$ cat config.mk
export PLATFORM = sky130hd
export DESIGN_NAME = mc_ctrl
export DESIGN_NICKNAME = d
export VERILOG_FILES = /design/src/rtl/mc_ctrl.sv
export SDC_FILE = /design/constraint.sdc
export NUM_CORES = 1
export LEC_CHECK = 0
export BUFFER_PORTS_ARGS = -buffer_cell sky130_fd_sc_hd__buf_2
export CORE_MARGIN = 3
export CORE_UTILIZATION = 47
export CTS_CLUSTER_DIAMETER = 80
export CTS_CLUSTER_SIZE = 24
export DETAILED_ROUTE_END_ITERATION = 8
export GPL_ROUTABILITY_DRIVEN = 0
export PLACE_DENSITY = 0.76
export SLEW_MARGIN = 20
export SYNTH_ARGS = -nofsm -noshare
export SYNTH_HDL_FRONTEND = slang
export SYNTH_SLANG_ARGS = --single-unit
$ cat constraint.sdc
create_clock -name clk -period 3.5 [get_ports clk]
set_input_delay 0 -clock clk [delete_from_list [all_inputs] [get_ports clk]]
set_output_delay 0 -clock clk [all_outputs]
set_load 0.1 [all_outputs]
$ cat src/rtl/mc_ctrl.sv
// Multi-cycle control sequencer for the MIPS-lite core: decodes opcode/funct and
// steps fetch/decode/execute/memory/writeback, driving all datapath strobes.
module mc_ctrl #(
   parameter int RETIRE_W = 32
) (
   input  logic                clk,
   input  logic                rst,
   input  logic [5:0]          opcode,
   input  logic [5:0]          funct,
   input  logic                zero,
   input  logic                mem_ready,
   output logic                pc_write,
   output logic [1:0]          npc_sel,
   output logic                ir_write,
   output logic                reg_write,
   output logic                reg_dst,
   output logic                alu_src,
   output logic [1:0]          ext_op,
   output logic [2:0]          alu_op,
   output logic                mem_req,
   output logic                mem_write,
   output logic                mem_to_reg,
   output logic                illegal,
   output logic                retire,
   output logic [RETIRE_W-1:0] retired
);

   typedef enum logic [3:0] {
      S_FETCH, S_DECODE, S_EXEC, S_WB_ALU, S_ADDR, S_MEM_RD,
      S_MEM_WR, S_WB_MEM, S_BRANCH, S_JUMP, S_TRAP
   } state_t;

   localparam logic [1:0] NPC_SEQ    = 2'b00;
   localparam logic [1:0] NPC_BRANCH = 2'b01;
   localparam logic [1:0] NPC_JUMP   = 2'b10;
   localparam logic [1:0] EXT_ZERO   = 2'b00;
   localparam logic [1:0] EXT_SIGN   = 2'b01;
   localparam logic [1:0] EXT_HIGH   = 2'b10;
   localparam logic [2:0] ALU_ADD    = 3'b000;
   localparam logic [2:0] ALU_SUB    = 3'b001;
   localparam logic [2:0] ALU_OR     = 3'b010;

   state_t              state_q, state_d;
   logic [RETIRE_W-1:0] retired_q;
   logic                retireRaw;

   logic isRType, isAddu, isSubu, isOri, isLui, isLw, isSw, isBeq, isJ, isLegal;

   assign isRType = (opcode == 6'b000000);
   assign isAddu  = isRType && (funct == 6'b100001);
   assign isSubu  = isRType && (funct == 6'b100011);
   assign isOri   = (opcode == 6'b001101);
   assign isLui   = (opcode == 6'b001111);
   assign isLw    = (opcode == 6'b100011);
   assign isSw    = (opcode == 6'b101011);
   assign isBeq   = (opcode == 6'b000100);
   assign isJ     = (opcode == 6'b000010);
   assign isLegal = isAddu | isSubu | isOri | isLui | isLw | isSw | isBeq | isJ;

   always_ff @(posedge clk) begin
      if (rst) begin
         state_q   <= S_FETCH;
         retired_q <= '0;
      end else begin
         state_q <= state_d;
         if (retireRaw)
            retired_q <= retired_q + RETIRE_W'(1);
      end
   end

   always_comb begin
      state_d = state_q;
      case (state_q)
         S_FETCH:  state_d = S_DECODE;
         S_DECODE: begin
            if (!isLegal)          state_d = S_TRAP;
            else if (isJ)          state_d = S_JUMP;
            else if (isBeq)        state_d = S_BRANCH;
            else if (isLw || isSw) state_d = S_ADDR;
            else                   state_d = S_EXEC;
         end
         S_EXEC:   state_d = S_WB_ALU;
         S_WB_ALU: state_d = S_FETCH;
         S_ADDR:   state_d = isLw ? S_MEM_RD : S_MEM_WR;
         S_MEM_RD: state_d = mem_ready ? S_WB_MEM : S_MEM_RD;
         S_MEM_WR: state_d = mem_ready ? S_FETCH : S_MEM_WR;
         S_WB_MEM: state_d = S_FETCH;
         S_BRANCH: state_d = S_FETCH;
         S_JUMP:   state_d = S_FETCH;
         S_TRAP:   state_d = S_TRAP;
         default:  state_d = S_FETCH;
      endcase
   end

   // Strobes decode from state and the held instruction; reset masks everything,
   // so an instruction aborted by rst never issues a write in that cycle.
   always_comb begin
      pc_write   = 1'b0;
      npc_sel    = NPC_SEQ;
      ir_write   = 1'b0;
      reg_write  = 1'b0;
      reg_dst    = 1'b0;
      alu_src    = 1'b0;
      ext_op     = EXT_ZERO;
      alu_op     = ALU_ADD;
      mem_req    = 1'b0;
      mem_write  = 1'b0;
      mem_to_reg = 1'b0;
      illegal    = 1'b0;
      retireRaw  = 1'b0;
      case (state_q)
         S_FETCH: begin
            ir_write = 1'b1;
            pc_write = 1'b1;
         end
         S_EXEC, S_WB_ALU: begin
            if (isSubu)     alu_op = ALU_SUB;
            else if (isOri) alu_op = ALU_OR;
            alu_src = isOri | isLui;
            ext_op  = isLui ? EXT_HIGH : EXT_ZERO;
            if (state_q == S_WB_ALU) begin
               reg_write = 1'b1;
               reg_dst   = isRType;
               retireRaw = 1'b1;
            end
         end
         S_ADDR, S_MEM_RD, S_MEM_WR: begin
            alu_src = 1'b1;
            ext_op  = EXT_SIGN;
            if (state_q != S_ADDR) mem_req = 1'b1;
            if (state_q == S_MEM_WR) begin
               mem_write = 1'b1;
               retireRaw = mem_ready;
            end
         end
         S_WB_MEM: begin
            reg_write  = 1'b1;
            mem_to_reg = 1'b1;
            retireRaw  = 1'b1;
         end
         S_BRANCH: begin
            alu_op    = ALU_SUB;
            ext_op    = EXT_SIGN;
            npc_sel   = NPC_BRANCH;
            pc_write  = zero;
            retireRaw = 1'b1;
         end
         S_JUMP: begin
            pc_write  = 1'b1;
            npc_sel   = NPC_JUMP;
            retireRaw = 1'b1;
         end
         S_TRAP:  illegal = 1'b1;
         default: ;
      endcase
      if (rst) begin
         pc_write   = 1'b0;
         npc_sel    = NPC_SEQ;
         ir_write   = 1'b0;
         reg_write  = 1'b0;
         reg_dst    = 1'b0;
         alu_src    = 1'b0;
         ext_op     = EXT_ZERO;
         alu_op     = ALU_ADD;
         mem_req    = 1'b0;
         mem_write  = 1'b0;
         mem_to_reg = 1'b0;
         illegal    = 1'b0;
      end
   end

   assign retire  = retireRaw & ~rst;
   assign retired = rst ? '0 : retired_q;

endmodule

Yosys cells after proc, flatten, opt, wreduce, memory -nomap -nowiden
Cells that the tools add are included.
W data, S select, Z words.
Word-level totals
  register bits: 36
  bits in latches: 0
  RAM bits: 0
  memory bits (read-only): 0
  bits of input ports: 16
  word-level logic and storage cells: 84
  memories: 0
Cells by class
  add/sub/neg operators: 1
  $mul: 0
  div/mod/pow operators: 0
  $lt $le $gt $ge: 0
  eq/ne operators: 19
  shifts and indexed selects: 0
  multiplexer cells: 42
  bitwise gates (word level): 10
  reduce and logical (&&, ||, !) cells: 10
Operators by type and width (number)
  $add A32 B1 Y32 const B: 1
  $mux W32: 1
  $pmux W4 S7: 1
  $eq A6 B6 Y1 const B: 4
  $mux W1: 20
  $eq A4 B3 Y1 const B: 4
  $mux W2: 7
  $eq A4 B4 Y1 const B: 3
  $eq A6 B4 Y1 const B: 2
  $mux W4: 3
  $pmux W2 S2: 3
  $mux W3: 3
  $eq A4 B2 Y1 const B: 2
  $or A1 B1 Y1: 8
  $eq A6 B2 Y1 const B: 1
  $eq A6 B3 Y1 const B: 1
  $logic_not A6 Y1: 1
  $pmux W1 S2: 3
  $reduce_or A3 Y1: 2
  $eq A4 B1 Y1 const B: 1
  $logic_not A4 Y1: 1
  $ne A4 B3 Y1 const B: 1
  $reduce_or A2 Y1: 2
  $reduce_or A4 Y1: 1
  other kinds (5): 6

Depth between registers and ports, before layout
  depth in word-level cells: 11
  depth in mapped cells: 8
  gate-level depth less buffers: 5

Worst setup path before layout
Ideal clock, no wire load.
  path kind: reg-to-output
  start: register state_q[0]
  end: output port ir_write
  data arrival time: 3615 ps
  required time: 3500 ps
  path slack: -115 ps
  stages on the path, launching flop included: 4
  path buffers: 2
  path through: dfxtp_1 > clkbuf_1 > clkbuf_1 > nor4_1
On the way
  word-level cells in the longest chain between the ends: 3
Ends and longest elaborated chain
  start, declared: RTL line 43  | state_t state_q, state_d;
  start signal, assigned: RTL line 65  | state_q <= state_d;
  $logic_not A4 Y1: RTL line 111  | case (state_q)
  $mux W1: RTL line 111
  $mux W1: RTL line 156  | if (rst) begin
  end, declared: RTL line 14  | output logic ir_write,
No other way between the ends.

Worst setup path after layout
  start: register state_q[0]
  end: register retired_q[20]
On the way
  word-level cells in the longest chain between the ends: 3
  elaborated cells between the ends (all ways): 14
  those cells by class: eq/ne: 8; mux: 3; reduce/logical: 3
Ends and longest elaborated chain
  $eq A4 B4 Y1 (tied with other cells): RTL line 111
  $reduce_or A3 Y1 (no source line) (tied with other cells)
  $pmux W1 S3 *: RTL line 111
  end signal, assigned: RTL line 67  | retired_q <= retired_q + RETIRE_W'(1);
  end, declared: RTL line 44  | logic [RETIRE_W-1:0] retired_q;
Every way passes the cells marked *; elsewhere a longest branch is shown, timed or not.
A chain may end at the register's enable or synchronous reset.

==> flow_summary.yaml <==
yosys:
  ys_seq_area_share_pct: 30.5
  syn-cell-area_sq_um: 2360
  synthFlopType: "dfxtp_1"
  syn_nets: 317
  synthArstFlopShare_pct: 0
  synth_edf_count: 0
  synth_cell_type_count: 45
  syn_avg_cell_area_sq_um: 7.87
  syn_inst: 300
  ys_ff_latch: 36
  synth_warnings: 0
pwr:
  ir_worst_vdd_uv: 210
  p_clk_share_pct: 31.0
  pwr-share-comb_pct: 20.1
  p_seq_share_pct: 49.0
  power_switching_uw: 300
  leakagePower_nw: 1.11
  powerDensity_nw_per_um2: 328
  internal_power_uw: 598
  sw_frac_of_total_pct: 33.4
worst_setup_path:
  crit_required_ns: 3.68
  path_buf_inv: 1
  path_class: "flop to flop"
  r2r_setup_slack_ns: 1.16
  critPathLaunchType: "flop"
  crit_family: "flip-flops"
  path_depth: 5
  path_max_fanout: 35
  cp.arrival_ns: 2.51
  reg2reg_depth: 5
  path_cells: "a21oi_1 -> o22a_2 -> buf_4 -> nor4_1 -> mux2_2"
  slowest_delay_ns: 0.72
  reg2reg_from: "state_q[0]"
  reg2reg_to: "retired_q[20]"
  cp_slowest_cell: "dfxtp_1"
  endpoint_kind: "flop"
timing:
  slew_violations: 0
  fin_crit_ns: 2.34
  fmax_mhz: 428
  slew_headroom_pct: 53.1
  setup_viol: 0
  hold_violations: 0
  tns_ns: 0
  fin_crit_sh_pct: 66.7
  rsz0062_at_grt: "false"
  fin_skew_ns: 0.00291
  worst_pin_slew_ns: 0.703
clocking:
  clkSinkCount: 36
  hold_buffers: 0
  cts_inserted_buffers: 5
  clk_latency_ns: 0.28
  clockRootBuffer: "clkbuf_8"
  clockBufferDepth: 2
  h-tree-depth: 2
  cts_tree: "yes"
  clk_pin_slew_worst_paths_ns: 0.07
  cts_setup_buffers: 0
  cts_resized: 0
global_route:
  grt_max_degree: 44
  grt-ovfl-total: 0
  antenna_found_initial: 0
  grt_pass1_wl_mm: 9.48
  grt_pass1_vias: 2121
  grt.total_usage_pct: 19.0
min_path:
  min_path_type: "input port to flop"
  hp-start: "mem_ready"
  hold_path_depth: 3
  holdPathEnd: "state_q[2]"
route:
  ant_nets: 0
  drt_iter0_drc: 113
  drc: 0
  vias: 2388
  firstDrtPassIters: 4
  wire_per_inst_um: 13.5
  totalWireLength_mm: 5.60
  via_per_inst: 5.74
layout:
  layout.nets: 366
  utilization_pct: 57.3
  n_antenna_cell: 0
  fin_cells: 416
  drive_gt1_share_pct: 26.1
  synthToLayoutAreaGrowth_pct: 16.1
floorplan:
  row_count: 25
  core_sq_um: 4790
  die_w_um: 76.9
  die_h_um: 76.9
  die_area_sq_um: 5910
  start_util_pct: 49.3
  boundaryPins: 65
placement:
  place_inst: 409
  hpwl_mm: 3.98
  numPortBuffers: 63
run:
  cap_violations: 0
run_status:
  outcome: "completed"
## layout by cell type (no fill, tap or decap), types with 2 or more instances in the layout
cell | synthesis | routed
nand2_1 | 15 | 15
clkbuf_8 | 0 | 5
dfxtp_1 | 36 | 36
or3_1 | 6 | 6
buf_2 | 6 | 63
mux2_2 | 16 | 16
nor4b_1 | 4 | 4
and4_1 | 9 | 9
nor3_1 | 9 | 9
o21ai_0 | 7 | 7
buf_4 | 1 | 2
a21oi_1 | 17 | 17
nand4_1 | 12 | 12
nor2_1 | 29 | 29
and3_1 | 7 | 7
inv_1 | 6 | 6
nand2b_1 | 4 | 4
and2_1 | 2 | 2
nor2b_1 | 34 | 34
o31ai_1 | 11 | 11
nor4_1 | 8 | 7
xnor2_1 | 2 | 2
or4_1 | 11 | 11
nand3_1 | 11 | 11
## sequential cells by signal (all words and copies together), names as in the netlist
| name | cells |
|---|---|
| retired_q | 32 |
| state_q | 4 |
## power by group through the flow
stage	combinational [mW]	sequential [mW]	clock (mW)
floorplan	0.173	0.432	0
global placement	0.177	0.447	0
detailed placement	0.180	0.448	0
CTS	0.180	0.438	0.285
global route	0.194	0.441	0.304
finish	0.180	0.439	0.278
## metrics by stage
stage	worst slack, ns	hold slack, ns	instance area, sq um	power [mW]
2_1_floorplan	0.499	0.192	2370	0.605
5_1_grt	0.983	0.0790	2740	0.940
4_1_cts	0.932	0.0391	2740	0.903
3_3_place_gp	0.980	0.345	2660	0.624
6_report	1.16	0.0478	2740	0.898
3_5_place_dp	0.933	0.342	2660	0.628
## synthesized netlist by cell type (all sizes together), types with 2 or more instances
library cell / instances / share of area (%)
or4: 11 / 3.5
buf: 10 / 3.0
dfxtp: 36 / 31
nand2: 15 / 2.4
o22a: 2 / 0.74
o31ai: 11 / 3.5
and2: 2 / 0.53
nor4: 8 / 2.1
nor2: 29 / 4.6
clkbuf: 13 / 2.1
nand3: 12 / 2.8
xnor2: 2 / 0.74
nor3: 9 / 1.9
and3: 7 / 1.9
o21ai: 7 / 1.5
nor4b: 4 / 1.5
nor2b: 34 / 9.0
or3: 6 / 1.6
inv: 6 / 0.95
and4: 9 / 3.3
a21oi: 17 / 3.6
nand4: 12 / 3.2
nand2b: 4 / 1.1
mux2: 16 / 7.6
## per-layer routing
layer	routed length [um]	part of all wire, %	GRT usage (%)
met5	0	0	0
met4	54	0.96	5.98
met3	321	5.7	3.87
met2	2710	48	32.6
met1	2520	45	23.8
## how the worst max path moves through the flow
stage                           from       endpoint  slack (ns)
final                     state_q[0]  retired_q[20]        1.16
after global routing      state_q[0]  retired_q[25]        0.98
after floorplan           state_q[0]        mem_req        0.50
after detailed placement  state_q[0]  retired_q[25]        0.93
after global placement    state_q[0]  retired_q[25]        0.98
after CTS                 state_q[0]  retired_q[25]        0.93
## worst register-to-register path, stage by stage (launching register included)
cell and delay (ns):
dfxtp_1 0.72, a21oi_1 0.09, o22a_2 0.45, buf_4 0.28
nor4_1 0.32, mux2_2 0.37
## layout make-up
cell class / instances / area, sq um
Clock buffer: 6 / 72.6
Clock inverter: 1 / 5.00
Fill cell: 490 / 2050
Inverter: 6 / 22.5
Multi-Input combinational cell: 235 / 1510
Sequential cell: 36 / 721
Tap cell: 67 / 83.8
Timing Repair Buffer: 65 / 330
## cells by family (layout without fill, tap and decap cells)
logic type | after synthesis | count (layout) | synth area share (%)
muxes | 17 | 17 | 8.06
DFF | 36 | 36 | 30.5
adders and majority gates | 1 | 1 | 0.530
and+or+nand+nor | 165 | 165 | 40.3
other | 1 | 1 | 0.159
xor gates and xnor gates | 3 | 3 | 1.11
buffers and inverters | 29 | 78 | 6.04
AOI/OAI and AO/OA | 48 | 48 | 13.2
Power figures use the tool's default switching activity.
